--- config.mk ---
export PLATFORM = sky130hd
export DESIGN_NAME = llki_keyload_gen_flat
export DESIGN_NICKNAME = d
export VERILOG_FILES = /design/src/rtl/llki_keyload_gen_if.sv /design/src/rtl/llki_keyload_gen.sv /design/src/flat_wrapper.sv
export SDC_FILE = /design/constraint.sdc
export NUM_CORES = 1
export LEC_CHECK = 0
export CORE_ASPECT_RATIO = 1.75
export CORE_MARGIN = 3
export CORE_UTILIZATION = 54
export CTS_BUF_LIST = sky130_fd_sc_hd__clkbuf_4
export DETAILED_ROUTE_END_ITERATION = 8
export PLACE_DENSITY = 0.82
export SKIP_CTS_REPAIR_TIMING = 1
export SLEW_MARGIN = 5
export SYNTH_ARGS = -nofsm -noshare
export SYNTH_HDL_FRONTEND = slang
export SYNTH_SLANG_ARGS = --single-unit
export TNS_END_PERCENT = 5
--- constraint.sdc ---
create_clock -name clk -period 30.1 [get_ports clk]
set_input_delay 6.02 -clock clk [delete_from_list [all_inputs] [get_ports clk]]
set_output_delay 6.02 -clock clk [all_outputs]
set_load 0.01 [all_outputs]
--- src/rtl/llki_keyload_gen_if.sv ---
// LLKI discrete key-load handshake between the TSS side (master) and a core's key loader (slave).
interface llki_keyload_gen_if;
  logic [63:0] llkid_key_data;
  logic        llkid_key_valid;
  logic        llkid_key_ready;
  logic        llkid_key_complete;
  logic        llkid_clear_key;
  logic        llkid_clear_key_ack;

  modport master (
    output llkid_key_data, llkid_key_valid, llkid_clear_key,
    input  llkid_key_ready, llkid_key_complete, llkid_clear_key_ack
  );

  modport slave (
    input  llkid_key_data, llkid_key_valid, llkid_clear_key,
    output llkid_key_ready, llkid_key_complete, llkid_clear_key_ack
  );
endinterface

--- src/rtl/llki_keyload_gen.sv ---
// Mock-TSS key loader: stores KEY_WORDS key words and exposes a registered obfuscation mask
// (all zero for the right key), with word-by-word wipe on clear, sticky overflow and status.
module llki_keyload_gen #(
  parameter int                        KEY_WORDS = 5,
  parameter logic [64*KEY_WORDS-1:0]   KEY_CONST = '0,
  parameter int                        CNT_W     = $clog2(KEY_WORDS+1)
) (
  input  logic                     clk,
  input  logic                     rst,
  llki_keyload_gen_if.slave        llkid,
  output logic [64*KEY_WORDS-1:0]  mask_out,
  output logic                     key_unlocked,
  output logic                     key_overflow,
  output logic [CNT_W-1:0]         key_words_loaded
);

  localparam int               IDX_W    = (KEY_WORDS > 1) ? $clog2(KEY_WORDS) : 1;
  localparam logic [IDX_W-1:0] LAST_IDX = IDX_W'(KEY_WORDS-1);
  localparam logic [CNT_W-1:0] FULL_CNT = CNT_W'(KEY_WORDS);

  typedef enum logic [1:0] {ST_LOAD, ST_COMPLETE, ST_CLEAR, ST_ACK} state_t;

  state_t                     state;
  logic [KEY_WORDS-1:0][63:0] key_reg;
  logic [IDX_W-1:0]           idx;
  logic                       clear_q;
  logic                       ready_q;
  logic                       complete_q;
  logic                       ack_q;
  logic                       clear_rise;
  logic                       accept;

  assign llkid.llkid_key_ready     = ready_q;
  assign llkid.llkid_key_complete  = complete_q;
  assign llkid.llkid_clear_key_ack = ack_q;

  assign clear_rise = llkid.llkid_clear_key & ~clear_q;
  assign accept     = llkid.llkid_key_valid & ready_q;

  // Clear edges are only honoured while loading or loaded, so a wipe in progress runs to its ack.
  always_ff @(posedge clk or posedge rst) begin
    if (rst) begin
      state            <= ST_LOAD;
      key_reg          <= '0;
      idx              <= '0;
      clear_q          <= 1'b0;
      ready_q          <= 1'b0;
      complete_q       <= 1'b0;
      ack_q            <= 1'b0;
      key_overflow     <= 1'b0;
      key_unlocked     <= 1'b0;
      key_words_loaded <= '0;
      mask_out         <= KEY_CONST;
    end else begin
      clear_q      <= llkid.llkid_clear_key;
      mask_out     <= key_reg ^ KEY_CONST;
      key_unlocked <= (state == ST_COMPLETE) && (key_reg == KEY_CONST);
      ack_q        <= 1'b0;
      if (clear_rise && (state == ST_LOAD || state == ST_COMPLETE)) begin
        state        <= ST_CLEAR;
        complete_q   <= 1'b0;
        ready_q      <= 1'b0;
        key_unlocked <= 1'b0;
        idx          <= '0;
      end else begin
        unique case (state)
          ST_LOAD: begin
            ready_q <= 1'b1;
            if (accept) begin
              key_reg[idx] <= llkid.llkid_key_data;
              if (key_words_loaded != FULL_CNT) begin
                key_words_loaded <= key_words_loaded + CNT_W'(1);
              end
              if (idx == LAST_IDX) begin
                state      <= ST_COMPLETE;
                ready_q    <= 1'b0;
                complete_q <= 1'b1;
              end else begin
                idx <= idx + IDX_W'(1);
              end
            end
          end
          ST_COMPLETE: begin
            ready_q    <= 1'b0;
            complete_q <= 1'b1;
            if (llkid.llkid_key_valid) begin
              key_overflow <= 1'b1;
            end
          end
          ST_CLEAR: begin
            key_reg[idx] <= '0;
            if (idx == LAST_IDX) begin
              // Ack and the status reset become visible together in the single ST_ACK cycle.
              state            <= ST_ACK;
              idx              <= '0;
              ack_q            <= 1'b1;
              key_overflow     <= 1'b0;
              key_words_loaded <= '0;
            end else begin
              idx <= idx + IDX_W'(1);
            end
          end
          ST_ACK: begin
            state   <= ST_LOAD;
            ready_q <= 1'b1;
            idx     <= '0;
          end
          default: begin
            state <= ST_LOAD;
          end
        endcase
      end
    end
  end

endmodule

--- src/flat_wrapper.sv ---
// flat-port wrapper written by rule: the top's interface ports become plain ports
module llki_keyload_gen_flat 
#(
  parameter int                        KEY_WORDS = 5,
  parameter logic [64*KEY_WORDS-1:0]   KEY_CONST = '0,
  parameter int                        CNT_W     = $clog2(KEY_WORDS+1)
)
  (clk, rst, mask_out, key_unlocked, key_overflow, key_words_loaded, llkid_llkid_key_data, llkid_llkid_key_valid, llkid_llkid_clear_key, llkid_llkid_key_ready, llkid_llkid_key_complete, llkid_llkid_clear_key_ack);
  llki_keyload_gen_if llkid_i ();
  input  logic clk;
  input  logic rst;
  output logic [64*KEY_WORDS-1:0] mask_out;
  output logic key_unlocked;
  output logic key_overflow;
  output logic [CNT_W-1:0] key_words_loaded;
  input wire logic [$bits(llkid_i.llkid_key_data)-1:0] llkid_llkid_key_data;
  input wire logic [$bits(llkid_i.llkid_key_valid)-1:0] llkid_llkid_key_valid;
  input wire logic [$bits(llkid_i.llkid_clear_key)-1:0] llkid_llkid_clear_key;
  output wire logic [$bits(llkid_i.llkid_key_ready)-1:0] llkid_llkid_key_ready;
  output wire logic [$bits(llkid_i.llkid_key_complete)-1:0] llkid_llkid_key_complete;
  output wire logic [$bits(llkid_i.llkid_clear_key_ack)-1:0] llkid_llkid_clear_key_ack;
  assign llkid_i.llkid_key_data = llkid_llkid_key_data;
  assign llkid_i.llkid_key_valid = llkid_llkid_key_valid;
  assign llkid_i.llkid_clear_key = llkid_llkid_clear_key;
  assign llkid_llkid_key_ready = llkid_i.llkid_key_ready;
  assign llkid_llkid_key_complete = llkid_i.llkid_key_complete;
  assign llkid_llkid_clear_key_ack = llkid_i.llkid_clear_key_ack;
  llki_keyload_gen #(.KEY_WORDS(KEY_WORDS), .KEY_CONST(KEY_CONST), .CNT_W(CNT_W)) u_core (.clk(clk), .rst(rst), .llkid(llkid_i), .mask_out(mask_out), .key_unlocked(key_unlocked), .key_overflow(key_overflow), .key_words_loaded(key_words_loaded));
endmodule
; ---- After elaboration in Yosys (flattened, before gate mapping)
; Cells that the tools add are included.
[word_totals]
reg_bits = 654
out_inout_bits = 328
elab_cells = 89
[op_classes]
addsub = 2
n_lt_le_gt_ge = 2
n_eq_ne = 13
n_mux = 34
bitwise = 6
reduce_logical = 17
[ops]
columns = operator, count
row1 = 320-bit case mux with 2 select lines, 1
row2 = 320-bit AND, 1
row3 = 320-bit bitwise mux, 1
row4 = 320-bit zero test, 1
row5 = 320-bit 2-to-1 mux, 1
row6 = 320-bit NOT, 1
row7 = 64-bit demux with 3-bit select, 1
row8 = 64-bit 2-to-1 mux, 1
row9 = 3-bit 2-to-1 mux, 7
row10 = 1-bit 2-to-1 mux, 12
row11 = "3-bit inequality test, second input constant", 3
row12 = 3-bit case mux with 3 select lines, 1
row13 = 3-bit AND reduction, 3
row14 = 2-bit 2-to-1 mux, 4
row15 = 4-bit AND reduction, 2
row16 = 4-bit nonzero test, 2
row17 = "3-bit by 1-bit adder with 3-bit output, second input constant", 2
row18 = 2-bit case mux with 3 select lines, 1
row19 = 3-bit case mux with 2 select lines, 1
row20 = 5-bit AND reduction, 1
row21 = "2-bit equality test, second input constant", 2
row22 = "3-bit by 4-bit less-than comparator with 1-bit output, second input constant", 1
row23 = "2-bit by 1-bit inequality test with 1-bit output, second input constant", 2
row24 = "2-bit inequality test, second input constant", 2
row25 = 14 further kinds, 20

; ---- Depth between registers and ports, before layout
; Gate-level depths: netlist (run 1).
[logic_depth]
depth_word = 7
depth_mapped = 11
ltp_nobuf = 7

; ---- Worst setup path before layout (run 1)
; OpenSTA, ideal clock, no wires.
[synth_timing]
path_kind = input port to flip-flop
startpoint = in llkid_llkid_clear_key
endpoint = reg u_core.key_reg[6] (netlist name)
arrival_time_ps = 7271
t_required_ps = 29968
slack_ps = 22697
cell_stages = 9
n_path_buf = 4
cell_sequence = nand2b_1 clkbuf_2 o22ai_2 or4_4 buf_6 buf_6 buf_6 nand2_1 o21ai_1
[synth_via]
elab_chain_cells = 4
[synth_rtl]
columns = element, line
row1 = start: declaration, flat_wrapper.sv:18  ; input wire logic [$bits(llkid_i.llkid_clear_key)-1:0] llkid_llkid_clear_key;
row2 = 1-bit AND, llki_keyload_gen.sv:37  ; assign clear_rise = llkid.llkid_clear_key & ~clear_q;
row3 = 1-bit logical AND, llki_keyload_gen.sv:59  ; if (clear_rise && (state == ST_LOAD || state == ST_COMPLETE)) begin
row4 = 1-bit NOT (no line), --
row5 = 3-bit AND reduction (no line), --
row6 = end signal: indexed assignment, llki_keyload_gen.sv:70  ; key_reg[idx] <= llkid.llkid_key_data;
row7 = end: declaration, llki_keyload_gen.sv:24  ; logic [KEY_WORDS-1:0][63:0] key_reg;
; No other way between the ends.
; A chain may end at the register's enable or synchronous reset.

==> impl_metrics.env, run 1 <==
export IMPL_status="completed"
export IMPL_syn_mean_instance_area_sq_um=14.12
export IMPL_grt_ovfl_total=0
export IMPL_core_area_sq_um=39520
export IMPL_power_switching_uw=1091
export IMPL_layout_drive_gt1_share=0.1725
export IMPL_intPower_uw=2126
export IMPL_cap_viol_max_count=0
export IMPL_cp_cell_sequence="clkdlybuf4s50_1 > inv_8 > buf_4 > buf_12 > buf_4 > buf_4"
export IMPL_finalCritPeriodShare=0.3366
export IMPL_multiInputGateArea_sq_um=5121
export IMPL_drv_slew=0
export IMPL_initial_core_util=0.5525
export IMPL_critPathMaxStageDelay_ps=1000
export IMPL_worstPathRequired_ps=30870
export IMPL_tns_ps=0
export IMPL_power_uw=3217
export IMPL_finalHoldViolCount=0
export IMPL_first_iter_violations=878
export IMPL_grt_pass1_vias=15510
export IMPL_rsz0062_at_grt="false"
export IMPL_synthArstFlopShare=1.000
export IMPL_ys_types=38
export IMPL_io_pins=396
export IMPL_gp_congestion=0.9121
export IMPL_yosys_area_top_type="dfrtp_1"
export IMPL_switching_share=0.3391
export IMPL_firstDrtPassIters=5
export IMPL_design_area_sq_um=28020
export IMPL_path_class="in2async"
export IMPL_synth_seq_area_share=0.7496
export IMPL_rows=96
export IMPL_root_buffer="clkbuf_4"
export IMPL_crit_fanout=163
export IMPL_cts_num_sinks=654
export IMPL_power_frac_seq=0.478
export IMPL_power_density_nw_per_um2=114.8
export IMPL_yosys_cell_count_top_type="dfrtp_1"
export IMPL_utilization=0.7089
export IMPL_worst_slew_pin_slew_ps=1149
export IMPL_clk_pin_slew_worst_paths_ps=70
export IMPL_cts_tree="yes"
export IMPL_vias=14460
export IMPL_max_slew_margin=0.2269
export IMPL_crit_path_frequent_cell="buf_4"
export IMPL_wl_per_cell_um=23.48
export IMPL_min_period_ps=10130
export IMPL_dieArea_sq_um=42980
export IMPL_synth_cells=1546
export IMPL_cts_buffers=141
export IMPL_regArea_sq_um=16370
export IMPL_synth_nets=1623
export IMPL_worstSetupStartpointType="input pin"
export IMPL_nNetsFinal=2102
export IMPL_antenna_found_initial=4
export IMPL_p_leak_uw=0.01305
export IMPL_min_path_type="reg2reg"
export IMPL_numPortBuffers=395
export IMPL_synth_area_sq_um=21830
export IMPL_ys_ff_latch=654
export IMPL_comb_power_share=0.309
export IMPL_synth_top_cells_by_area="dfrtp_1 75%, mux2_2 6.7%, nand2_1 3.4%, nor4_1 2.3%, o21ai_0 2.3%"
export IMPL_drc=0
export IMPL_rrSetupSlack_ps=26380
export IMPL_routed_via_density=5.537
export IMPL_ir_drop_mv=0.06176
export IMPL_grt_usage=0.2920
export IMPL_synthFlopType="dfrtp_1"
export IMPL_grt_max_degree=164
export IMPL_yosys_area_top_type_share=0.7496
export IMPL_wirelength_mm=61.31
export IMPL_synth_warnings=0
export IMPL_die_w_um=158
export IMPL_synth_edf_count=0
export IMPL_end_kind="async pin"
export IMPL_clock_path_buffers=3
export IMPL_finalClockSkew_ps=75.99
export IMPL_area_growth_pct=28.32
export IMPL_critical_path_slowest_cell="buf_4"
export IMPL_grt_pass1_wl_mm=92.20
export IMPL_die_y_um=272
export IMPL_synth_top_cells_by_count="654 x dfrtp_1, 197 x nand2_1, 129 x mux2_2"
export IMPL_ant_nets=0
export IMPL_fillers=2597
export IMPL_clock_latency_ps=870
export IMPL_finalSetupViolCount=0
export IMPL_htree_levels=4
export IMPL_cp_arrival_ps=10900
export IMPL_whs_ps=367.2
export IMPL_place_area_sq_um=26180
export IMPL_power_share_clock=0.213
export IMPL_hpwl_mm=43.48
export IMPL_fmax_mhz=98.70
## worst paths after layout
path | start | endpoint | depth (start not counted)
setup / recovery | rst | u_core.key_reg[208] | 6
hold / removal | u_core.key_reg[249] | u_core.mask_out[249] | 0
setup reg to reg | u_core.state[0] | u_core.key_reg[208] | 8
hold reg to reg | u_core.key_reg[249] | u_core.mask_out[249] | 0
max in group clk | llkid_llkid_clear_key | u_core.key_reg[208] | 7
min in group asynchronous | rst | u_core.key_reg[223] | 2
## power groups by stage
| stage | sequential [uW] | combinational, uW | clock (uW) |
|---|---|---|---|
| after floorplan | 1520 | 380 | 0 |
| after global placement | 1530 | 967 | 0 |
| after detailed placement | 1540 | 999 | 0 |
| after CTS | 1530 | 1010 | 698 |
| after global routing | 1570 | 1070 | 744 |
| final | 1540 | 995 | 684 |
## through the flow
step	instances	worst slack [ps]
floorplan	1546	5754
global placement	2372	18990
global route	2610	19210
CTS	2606	19770
detailed placement	2372	18840
finish	2611	19970
## placed cells by master, fill, tap and decap left out, types with 2 or more instances in the layout
cell,count
clkinv_1,19
a22o_1,3
diode_2,5
mux2_2,129
inv_2,4
nand2_1,197
dfrtp_1,654
inv_1,6
clkdlybuf4s50_1,395
o31ai_1,2
bufinv_16,7
clkinv_2,3
nor2_1,10
a21o_1,3
o21ai_1,96
ha_1,8
nor4_1,82
nand4_1,21
or4_1,2
nor3_1,5
a21oi_1,3
nand3_4,2
o21ai_0,100
clkbuf_4,200
or4_4,2
buf_4,10
nor2b_1,68
nand2b_1,67
## routing by layer
metal	track usage	vias to the layer above	part of all wire
met5	0	-	0
met4	0.1822	0	0.066
met3	0.06296	180	0.055
met2	0.5021	625	0.53
met1	0.3264	7309	0.35
li1	-	6342	-
## cell families (layout without fill, tap and decap cells)
| group | count (synthesis) | after routing | synth area share |
|---|---|---|---|
| AO/OA/AOI/OAI | 216 | 216 | 0.05209 |
| adder cells (fa/ha/maj) | 9 | 9 | 0.005158 |
| buffers and inverters | 77 | 647 | 0.01731 |
| flip-flops | 654 | 654 | 0.7496 |
| multiplexers | 129 | 129 | 0.06653 |
| other | 0 | 5 | 0 |
| AND/OR/NAND/NOR | 461 | 461 | 0.1093 |
## cell type report
type,instances,area share
Antenna cell,5,0.0004466
Clock buffer,200,0.05359
Clock inverter,34,0.01139
Inverter,7,0.001206
Multi-Input combinational cell,815,0.1828
Sequential cell,654,0.5842
Tap cell,490,0.02188
Timing Repair Buffer,406,0.1445
## worst max-delay path, delay by kind of cell
family / cells / cell delay, ps
buffers and inverters: 6 / 4550
Power figures use the tool's default switching activity.
==> run 2: changes to the inputs <==
CORE_UTILIZATION = 49   (was 54)
PLACE_DENSITY = 0.78   (was 0.82)
clock period = 8.6 ns   (was 30.1 ns; I/O delays follow)
==> run 2 against run 1 <==
Effect of this change:
- flip-flop and latch count unchanged
- cell count increased by 3.1%
- critical path depth unchanged
- register-to-register slack got worse by 22000 ps
- final area increased by 0.41%
- global-route usage decreased by 2.2 points
- clock skew decreased by 32 ps
- worst setup slack got worse by 15000 ps
- sequential power increased to 3.5 times the previous value
- non-clock buffer count increased by 2
- critical endpoint is now u_core.key_reg[86]
==> impl_metrics.env, run 2 (synthesized netlist as in run 1, its figures left out) <==
export IMPL_rows=101
export IMPL_nNetsFinal=2106
export IMPL_grt_usage=0.2698
export IMPL_cp_arrival_ps=4540
export IMPL_vias=14370
export IMPL_hpwl_mm=44.93
export IMPL_die_w_um=165.6
export IMPL_finalClockSkew_ps=43.52
export IMPL_grt_pass1_vias=15470
export IMPL_clock_latency_ps=810
export IMPL_antenna_found_initial=5
export IMPL_root_buffer="clkbuf_4"
export IMPL_routed_via_density=5.337
export IMPL_clock_path_buffers=3
export IMPL_clk_pin_slew_worst_paths_ps=60
export IMPL_cts_buffers=143
export IMPL_grt_ovfl_total=0
export IMPL_ant_nets=0
export IMPL_worstPathRequired_ps=9250
export IMPL_cts_tree="yes"
export IMPL_drv_slew=0
export IMPL_ir_drop_mv=0.2033
export IMPL_layout_drive_gt1_share=0.1734
export IMPL_htree_levels=4
export IMPL_rrSetupSlack_ps=4830
export IMPL_gp_congestion=0.8809
export IMPL_io_pins=396
export IMPL_worst_slew_pin_slew_ps=1234
export IMPL_wl_per_cell_um=23.13
export IMPL_grt_max_degree=195
export IMPL_max_slew_margin=0.1770
export IMPL_min_path_type="reg2reg"
export IMPL_cap_viol_max_count=0
export IMPL_layout_commonest_cell="dfrtp_1"
export IMPL_grt_pass1_wl_mm=93.26
export IMPL_firstDrtPassIters=5
export IMPL_drc=0
export IMPL_die_y_um=285.2
export IMPL_final_cell_mix="654 x dfrtp_1, 395 x clkdlybuf4s50_1, 203 x clkbuf_4, 197 x nand2_1, 129 x mux2_2"
export IMPL_status="completed"
export IMPL_finalCritPeriodShare=0.4527
export IMPL_design_area_sq_um=28130
export IMPL_numPortBuffers=395
export IMPL_finalHoldViolCount=0
export IMPL_area_growth_pct=28.84
export IMPL_initial_core_util=0.4993
export IMPL_min_period_ps=3893
export IMPL_place_area_sq_um=26310
export IMPL_core_area_sq_um=43720
export IMPL_crit_fanout=64
export IMPL_preCtsSetupSlack_ps=3948
export IMPL_fmax_mhz=256.9
export IMPL_dieArea_sq_um=47230
export IMPL_p_leak_uw=0.01305
export IMPL_first_iter_violations=707
export IMPL_power_density_nw_per_um2=399.7
export IMPL_finalSetupViolCount=0
export IMPL_rsz0062_at_grt="false"
export IMPL_end_kind="flop"
export IMPL_worstSetupStartpointType="input pin"
export IMPL_wirelength_mm=62.28
export IMPL_layout_setup_ws_ps=4707
export IMPL_cts_num_sinks=654
export IMPL_path_class="in2reg"
[run 2: metal layers]
layer | global-route usage | wire, um
met1 | 0.2909 | 21210
met2 | 0.4693 | 33270
met3 | 0.06512 | 3773
met4 | 0.1669 | 4026
met5 | 0 | 0
[run 2: worst paths after layout]
path,depth (start not counted),to,startpoint
worst min register to register,0,u_core.mask_out[86],u_core.key_reg[86]
worst max-delay path,6,u_core.key_reg[86],llkid_llkid_clear_key
max in group asynchronous,4,u_core.key_reg[14],rst
worst min-delay path,0,u_core.mask_out[86],u_core.key_reg[86]
min in group asynchronous,2,u_core.mask_out[100],rst
worst max register to register,7,u_core.key_reg[86],u_core.state[0]
[run 2: cell type report]
class,count,area (sq um)
inverter,7,30.03
multi-input combinational,815,5121
antenna,5,12.51
clock buffer,203,1524
timing repair buffer,408,4089
fill,3333,15600
sequential,654,16370
clock inverter,35,279.0
tap,566,708.2
[run 2: report_power, final]
| group | switching (uW) | internal [uW] | leakage, uW | total, uW |
|---|---|---|---|---|
| Sequential | 984 | 4380 | 0.00848 | 5370 |
| Combinational | 1710 | 1800 | 0.00350 | 3510 |
| Clock | 1130 | 1230 | 0.00106 | 2360 |
[run 2: worst max-delay path, cell delays in order]
cell	delay, ps
clkdlybuf4s50_1	440
nand2b_1	250
o22ai_2	210
nor2_1	350
nand3_4	860
mux2_2	620
[run 2: per-stage QoR]
step / instances / hold WS (ps) / utilization / TNS [ps] / power (uW)
final: 2693 / 366.5 / 0.6433 / 0 / 11240
after global routing: 2693 / 382.5 / 0.6433 / 0 / 11890
after CTS: 2688 / 352.3 / 0.6430 / 0 / 11360
after detailed placement: 2450 / 383.2 / 0.6018 / 0 / 8954
after global placement: 2450 / 375.7 / 0.6018 / 0 / 8805
after floorplan: 1546 / 365.8 / - / -1346290 / 6644
